$ cat src/rtl/wts_ram_sequencer_if.sv
// ============================================================================
// wts_ram_sequencer_if : CPU request/acknowledge bus into the wave-table RAM
// Rev 1.0
// ============================================================================
`default_nettype none

interface wts_ram_sequencer_if #(
  parameter int ADDR_W = 9,
  parameter int DATA_W = 8
);
  logic              req;
  logic              we;
  logic [ADDR_W-1:0] a;
  logic [DATA_W-1:0] d;
  logic              ack;
  logic [DATA_W-1:0] q;

  modport master (output req, we, a, d, input ack, q);
  modport slave  (input req, we, a, d, output ack, q);
endinterface

`default_nettype wire

$ cat src/rtl/wts_ram_sequencer.sv
// ============================================================================
// wts_ram_sequencer : time-division wave-fetch / CPU-access slot sequencer
// Rev 1.0
// ============================================================================
`default_nettype none

module wts_ram_sequencer #(
  parameter int NUM_CH     = 12,
  parameter int WAVE_LEN_W = 5,
  parameter int RAM_WORDS  = 384
) (
  input  wire logic                         clk,
  input  wire logic                         reset,
  input  wire logic [NUM_CH*WAVE_LEN_W-1:0] ch_phase,
  input  wire logic [NUM_CH-1:0]            ch_enable,
  output logic                              wave_valid,
  output logic [3:0]                        wave_ch,
  output logic [7:0]                        wave_data,
  wts_ram_sequencer_if.slave                cpu,
  output logic                              sram_we,
  output logic [8:0]                        sram_a,
  output logic [7:0]                        sram_d,
  input  wire logic [7:0]                   sram_q
);

  localparam int SLOT_W = 4;
  localparam int ADDR_W = 9;
  localparam logic [SLOT_W-1:0] CPU_SLOT = SLOT_W'(NUM_CH);

  localparam logic [1:0] K_NONE = 2'd0;
  localparam logic [1:0] K_WAVE = 2'd1;
  localparam logic [1:0] K_RD   = 2'd2;
  localparam logic [1:0] K_WR   = 2'd3;

  typedef struct packed {
    logic [1:0]        kind;
    logic              oor;
    logic              en;
    logic [SLOT_W-1:0] ch;
  } tag_t;

  logic [SLOT_W-1:0]     r_slot;
  logic [SLOT_W-1:0]     w_slot_nxt;
  logic                  r_pending;
  logic                  r_we;
  logic [ADDR_W-1:0]     r_a;
  logic [7:0]            r_d;
  tag_t                  r_tag1;
  tag_t                  r_tag2;
  tag_t                  w_issue;
  logic [7:0]            r_wave_data;
  logic [7:0]            r_cpu_q;
  logic [WAVE_LEN_W-1:0] w_phase;
  logic                  w_in_range;
  logic                  w_accept;

  assign w_in_range = (r_a < ADDR_W'(RAM_WORDS));
  assign w_accept   = cpu.req && !r_pending && !cpu.ack;

  // State register: slot counter
  always_ff @(posedge clk or posedge reset) begin
    if (reset) r_slot <= '0;
    else       r_slot <= w_slot_nxt;
  end

  // Next-state logic
  always_comb begin
    w_slot_nxt = (r_slot == CPU_SLOT) ? '0 : r_slot + SLOT_W'(1);
  end

  // Output logic: RAM port drive and the tag describing this cycle's access
  always_comb begin
    sram_we = 1'b0;
    sram_a  = '0;
    sram_d  = '0;
    w_phase = '0;
    w_issue = '0;
    if (r_slot != CPU_SLOT) begin
      w_phase      = ch_phase[r_slot*WAVE_LEN_W +: WAVE_LEN_W];
      sram_a       = (ADDR_W'(r_slot) << WAVE_LEN_W) | ADDR_W'(w_phase);
      w_issue.kind = K_WAVE;
      w_issue.ch   = r_slot;
      w_issue.en   = ch_enable[r_slot];
    end else if (r_pending) begin
      w_issue.kind = r_we ? K_WR : K_RD;
      w_issue.oor  = !w_in_range;
      if (w_in_range) begin
        sram_a  = r_a;
        sram_d  = r_d;
        sram_we = r_we;
      end
    end
  end

  // Pending clears on the edge that raises cpu_ack for either access kind
  always_ff @(posedge clk or posedge reset) begin
    if (reset) begin
      r_pending   <= 1'b0;
      r_we        <= 1'b0;
      r_a         <= '0;
      r_d         <= '0;
      r_tag1      <= '0;
      r_tag2      <= '0;
      r_wave_data <= '0;
      r_cpu_q     <= '0;
    end else begin
      r_tag1 <= w_issue;
      r_tag2 <= r_tag1;
      if (r_tag1.kind == K_WAVE) r_wave_data <= sram_q;
      if (r_tag1.kind == K_RD)   r_cpu_q     <= r_tag1.oor ? 8'hFF : sram_q;
      if (w_accept) begin
        r_pending <= 1'b1;
        r_we      <= cpu.we;
        r_a       <= cpu.a;
        r_d       <= cpu.d;
      end else if (w_issue.kind == K_WR || r_tag1.kind == K_RD) begin
        r_pending <= 1'b0;
      end
    end
  end

  assign wave_valid = (r_tag2.kind == K_WAVE) && r_tag2.en;
  assign wave_ch    = r_tag2.ch;
  assign wave_data  = r_wave_data;
  assign cpu.ack    = (r_tag1.kind == K_WR) || (r_tag2.kind == K_RD);
  assign cpu.q      = r_cpu_q;

endmodule

`default_nettype wire

$ cat src/flat_wrapper.sv
// flat-port wrapper written by rule: the top's interface ports become plain ports
module wts_ram_sequencer_flat 
#(
  parameter int NUM_CH     = 12,
  parameter int WAVE_LEN_W = 5,
  parameter int RAM_WORDS  = 384
)
  (clk, reset, ch_phase, ch_enable, wave_valid, wave_ch, wave_data, sram_we, sram_a, sram_d, sram_q, cpu_req, cpu_we, cpu_a, cpu_d, cpu_ack, cpu_q);
  wts_ram_sequencer_if cpu_i ();
  input  wire logic clk;
  input  wire logic reset;
  input  wire logic [NUM_CH*WAVE_LEN_W-1:0] ch_phase;
  input  wire logic [NUM_CH-1:0] ch_enable;
  output logic wave_valid;
  output logic [3:0] wave_ch;
  output logic [7:0] wave_data;
  output logic sram_we;
  output logic [8:0] sram_a;
  output logic [7:0] sram_d;
  input  wire logic [7:0] sram_q;
  input wire logic [$bits(cpu_i.req)-1:0] cpu_req;
  input wire logic [$bits(cpu_i.we)-1:0] cpu_we;
  input wire logic [$bits(cpu_i.a)-1:0] cpu_a;
  input wire logic [$bits(cpu_i.d)-1:0] cpu_d;
  output wire logic [$bits(cpu_i.ack)-1:0] cpu_ack;
  output wire logic [$bits(cpu_i.q)-1:0] cpu_q;
  assign cpu_i.req = cpu_req;
  assign cpu_i.we = cpu_we;
  assign cpu_i.a = cpu_a;
  assign cpu_i.d = cpu_d;
  assign cpu_ack = cpu_i.ack;
  assign cpu_q = cpu_i.q;
  wts_ram_sequencer #(.NUM_CH(NUM_CH), .WAVE_LEN_W(WAVE_LEN_W), .RAM_WORDS(RAM_WORDS)) u_core (.clk(clk), .reset(reset), .ch_phase(ch_phase), .ch_enable(ch_enable), .wave_valid(wave_valid), .wave_ch(wave_ch), .wave_data(wave_data), .cpu(cpu_i), .sram_we(sram_we), .sram_a(sram_a), .sram_d(sram_d), .sram_q(sram_q));
endmodule
$ cat config.mk
export PLATFORM = sky130hd
export DESIGN_NAME = wts_ram_sequencer_flat
export DESIGN_NICKNAME = d
export VERILOG_FILES = /design/src/rtl/wts_ram_sequencer_if.sv /design/src/rtl/wts_ram_sequencer.sv /design/src/flat_wrapper.sv
export SDC_FILE = /design/constraint.sdc
export NUM_CORES = 1
export LEC_CHECK = 0
export BUFFER_PORTS_ARGS = -buffer_cell sky130_fd_sc_hd__buf_2
export CORE_MARGIN = 8
export CORE_UTILIZATION = 41
export DETAILED_ROUTE_END_ITERATION = 10
export PLACE_DENSITY_LB_ADDON = 0.12
export SYNTH_ARGS = -nofsm -noshare
export SYNTH_HDL_FRONTEND = slang
export SYNTH_SLANG_ARGS = --single-unit
export TNS_END_PERCENT = 20
$ cat constraint.sdc
create_clock -name clk -period 5.6 [get_ports clk]
set_input_delay 1.12 -clock clk [delete_from_list [all_inputs] [get_ports clk]]
set_output_delay 1.12 -clock clk [all_outputs]
set_load 0.1 [all_outputs]
==> results.yml <==
status:
  outcome: "finished clean"
final_layout:
  final_cells: 416
  drive_gt1_share_pct: 56.6
  nFillCells: 593
  layout_common_cells: "buf_2 (140), dfrtp_1 (54), mux2_2 (26)"
  area_delta_synth_final_pct: 28.5
  diodes: 0
  mostFrequentLayoutCell: "buf_2"
  final_nets: 441
floorplanning:
  pin_count: 141
  die_area_sq_um: 9540
  fp.dieW_um: 97.7
  die_h_um: 97.7
  placeableCoreArea_sq_um: 6390
  start_util_pct: 42.8
  rows: 29
setup_path:
  crit_start: "u_core.r_slot[1]"
  r2r_start: "u_core.r_slot[1]"
  rr_endpoint: "u_core.r_tag1[5]"
  critPathMaxStageDelay_ns: 0.70
  reg2reg_slack_ns: 3.59
  critPathArrivalTime_ns: 2.71
  crit_path_cell_trace: "inv_1 -> ha_1 -> and4_2 -> and2_1 -> a21o_1 -> buf_2"
  cp.depth: 6
  reg2reg_depth: 4
  cpMaxStageDelayCell: "dfrtp_1"
  worstSetupEndpointType: "output pin"
  crit_fanout: 22
  path_class: "reg -> out"
  path_delay_family: "flip-flops"
  path_buf_inv: 2
  cp-start-kind: "flip-flop"
  worstPathRequired_ns: 4.48
  crit_path_end: "sram_a[5]"
sta:
  finClkSkew_ns: 0.00612
  period_minus_slack_ns: 3.83
  hold_ws_ns: 0.355
  worstMarginPinSlew_ns: 1.10
  period_share_pct: 68.3
  drv_slew: 0
  rsz0062_at_grt: "false"
  finalSetupViolCount: 0
  finalHoldViolCount: 0
  max_freq_mhz: 261
  slew_headroom_pct: 26.4
  setup_tns_ns: 0
power:
  peakVddDrop_uv: 402
  power_density_nw_per_um2: 372
  p_leak_nw: 1.76
clock_network:
  cts_tree: "done"
  cts_root_buf: "clkbuf_8"
  cts_buffers: 5
  ctsResizeCount: 0
  cts.clk_slew.worst_paths_ns: 0.10
  cts-hold-fix-buffers: 0
  ctsHtreeMaxLevel: 2
  clock_latency_ns: 0.31
  cts.sinks: 54
  post_cts_buffers: 0
  clockBufferDepth: 2
detailed_routing:
  wl_met2_mm: 3.72
  avgViaCountPerCell: 5.11
  drt_wl_total_mm: 7.62
  wl_met3_um: 858
  vias: 2126
  wl_per_cell_um: 18.3
  drtIter0Drc: 90
  highest_layer: "met5"
  wl_met1_mm: 2.97
  dr.pass1.iters: 4
  drc: 0
  postRouteAntennaNets: 0
yosys:
  ys_warn_count: 0
  seq_area_frac_synth_pct: 49.4
  ys_types: 32
  synth_nets: 311
  ys_seq_elements: 54
  postSynthCellCount: 208
  syn_avg_cell_area_sq_um: 13.1
  synth_area_sq_um: 2740
placement:
  gp_congestion: 0.751
  placedCellCount: 408
  portBuffers: 140
  place_hpwl_mm: 6.11
grt:
  grt_pass1_vias: 2573
  grt_usage_pct: 16.2
  antenna_found_initial: 1
  grt_pass1_wl_mm: 12.7
  grt_max_degree: 55
  grt_overflow: 0
hold_path:
  worstHoldPathType: "reg -> reg"
run:
  maxCapViolCount: 0
==> cell families after synthesis <==
family,synth area share (%)
AOI/OAI and AO/OA,6.36
adders and majority gates,0.915
buffers and inverters,5.67
DFF,49.4
muxes,28.5
and+or+nand+nor,9.15
==> where the power goes <==
part | switching [mW] | leakage, nW | internal, mW | total (mW)
sequential | 0.0570 | 0.635 | 0.493 | 0.550
combinational | 0.355 | 1.08 | 0.141 | 0.496
clock | 0.128 | 0.0514 | 0.134 | 0.261
==> per-layer routing <==
layer	vias to the layer above	GRT usage [%]
li1	1022	-
met1	996	17.8
met2	98	27.3
met3	8	8.18
met4	2	3.50
met5	-	0
==> synthesized netlist by cell type <==
master	instances	share of area [%]
dfrtp_1	54	49
mux2_2	26	11
nand2_1	18	2.5
mux4_2	15	12
and3_1	10	2.3
o21ai_0	10	1.8
nor2_1	9	1.2
mux2i_1	7	2.6
buf_4	6	1.6
o21ai_1	6	1.1
a32oi_1	5	1.6
inv_1	5	0.69
a21o_1	3	0.82
and2_1	3	0.69
buf_2	3	0.55
buf_6	3	1.2
clkbuf_1	3	0.41
mux4_1	3	2.9
nand2b_1	3	0.69
clkbuf_8	2	1.0
ha_1	2	0.91
nand3_1	2	0.37
a21oi_1	1	0.18
a31oi_1	1	0.23
and2_2	1	0.27
and4_2	1	0.37
buf_1	1	0.14
nand4_1	1	0.23
nand4b_1	1	0.32
nor2b_1	1	0.23
o21bai_1	1	0.27
o41ai_1	1	0.32
==> state kept, by name (all words and copies together) (netlist names) <==
name	count
u_core.cpu.q	8
u_core.r_pending	1
u_core.wave_ch	4
u_core.r_d	8
u_core.r_tag1	8
u_core.r_we	1
u_core.wave_data	8
u_core.r_a	9
u_core.r_tag2	3
u_core.r_slot	4
==> how the worst min path moves through the flow <==
stage	from	slack (ns)	cells after the start	to
after CTS	u_core.r_tag1[4]	0.35	0	u_core.r_tag2[4]
after floorplan	u_core.r_tag1[4]	0.33	0	u_core.r_tag2[4]
after global routing	u_core.r_tag1[4]	0.36	0	u_core.r_tag2[4]
final	u_core.r_tag1[4]	0.36	0	u_core.r_tag2[4]
after detailed placement	u_core.r_tag1[0]	0.34	0	u_core.wave_ch[0]
after global placement	u_core.r_tag1[4]	0.33	0	u_core.r_tag2[4]
==> worst reg2reg max path, cell delays in order (launching register included) <==
cell and delay, ns:
dfrtp_1 0.89, inv_1 0.15, ha_1 0.29, and4_2 0.38, and3_1 0.22
==> area by class of cell <==
type,count,area [sq um],share of cell area [%]
multi-input cells,131,1230,35.0
flip-flops and latches,54,1350,38.5
inverters,5,18.8,0.534
clock buffers,6,72.6,2.07
well taps,77,96.3,2.74
repair buffers,141,708,20.2
clock inverters,2,37.5,1.07
==> stage by stage <==
| step | instance area (sq um) | power, mW | utilization (%) | worst slack, ns |
|---|---|---|---|---|
| 5_1_grt | 3510 | 1.38 | 55.0 | 1.58 |
| 6_report | 3510 | 1.31 | 55.0 | 1.77 |
| 3_3_place_gp | 3400 | 1.05 | 53.3 | 2.16 |
| 3_5_place_dp | 3400 | 1.06 | 53.3 | 2.08 |
| 2_1_floorplan | 2740 | 0.948 | - | 1.08 |
| 4_1_cts | 3510 | 1.32 | 55.0 | 1.74 |
Note: power is estimated with default switching activity, not from simulation.
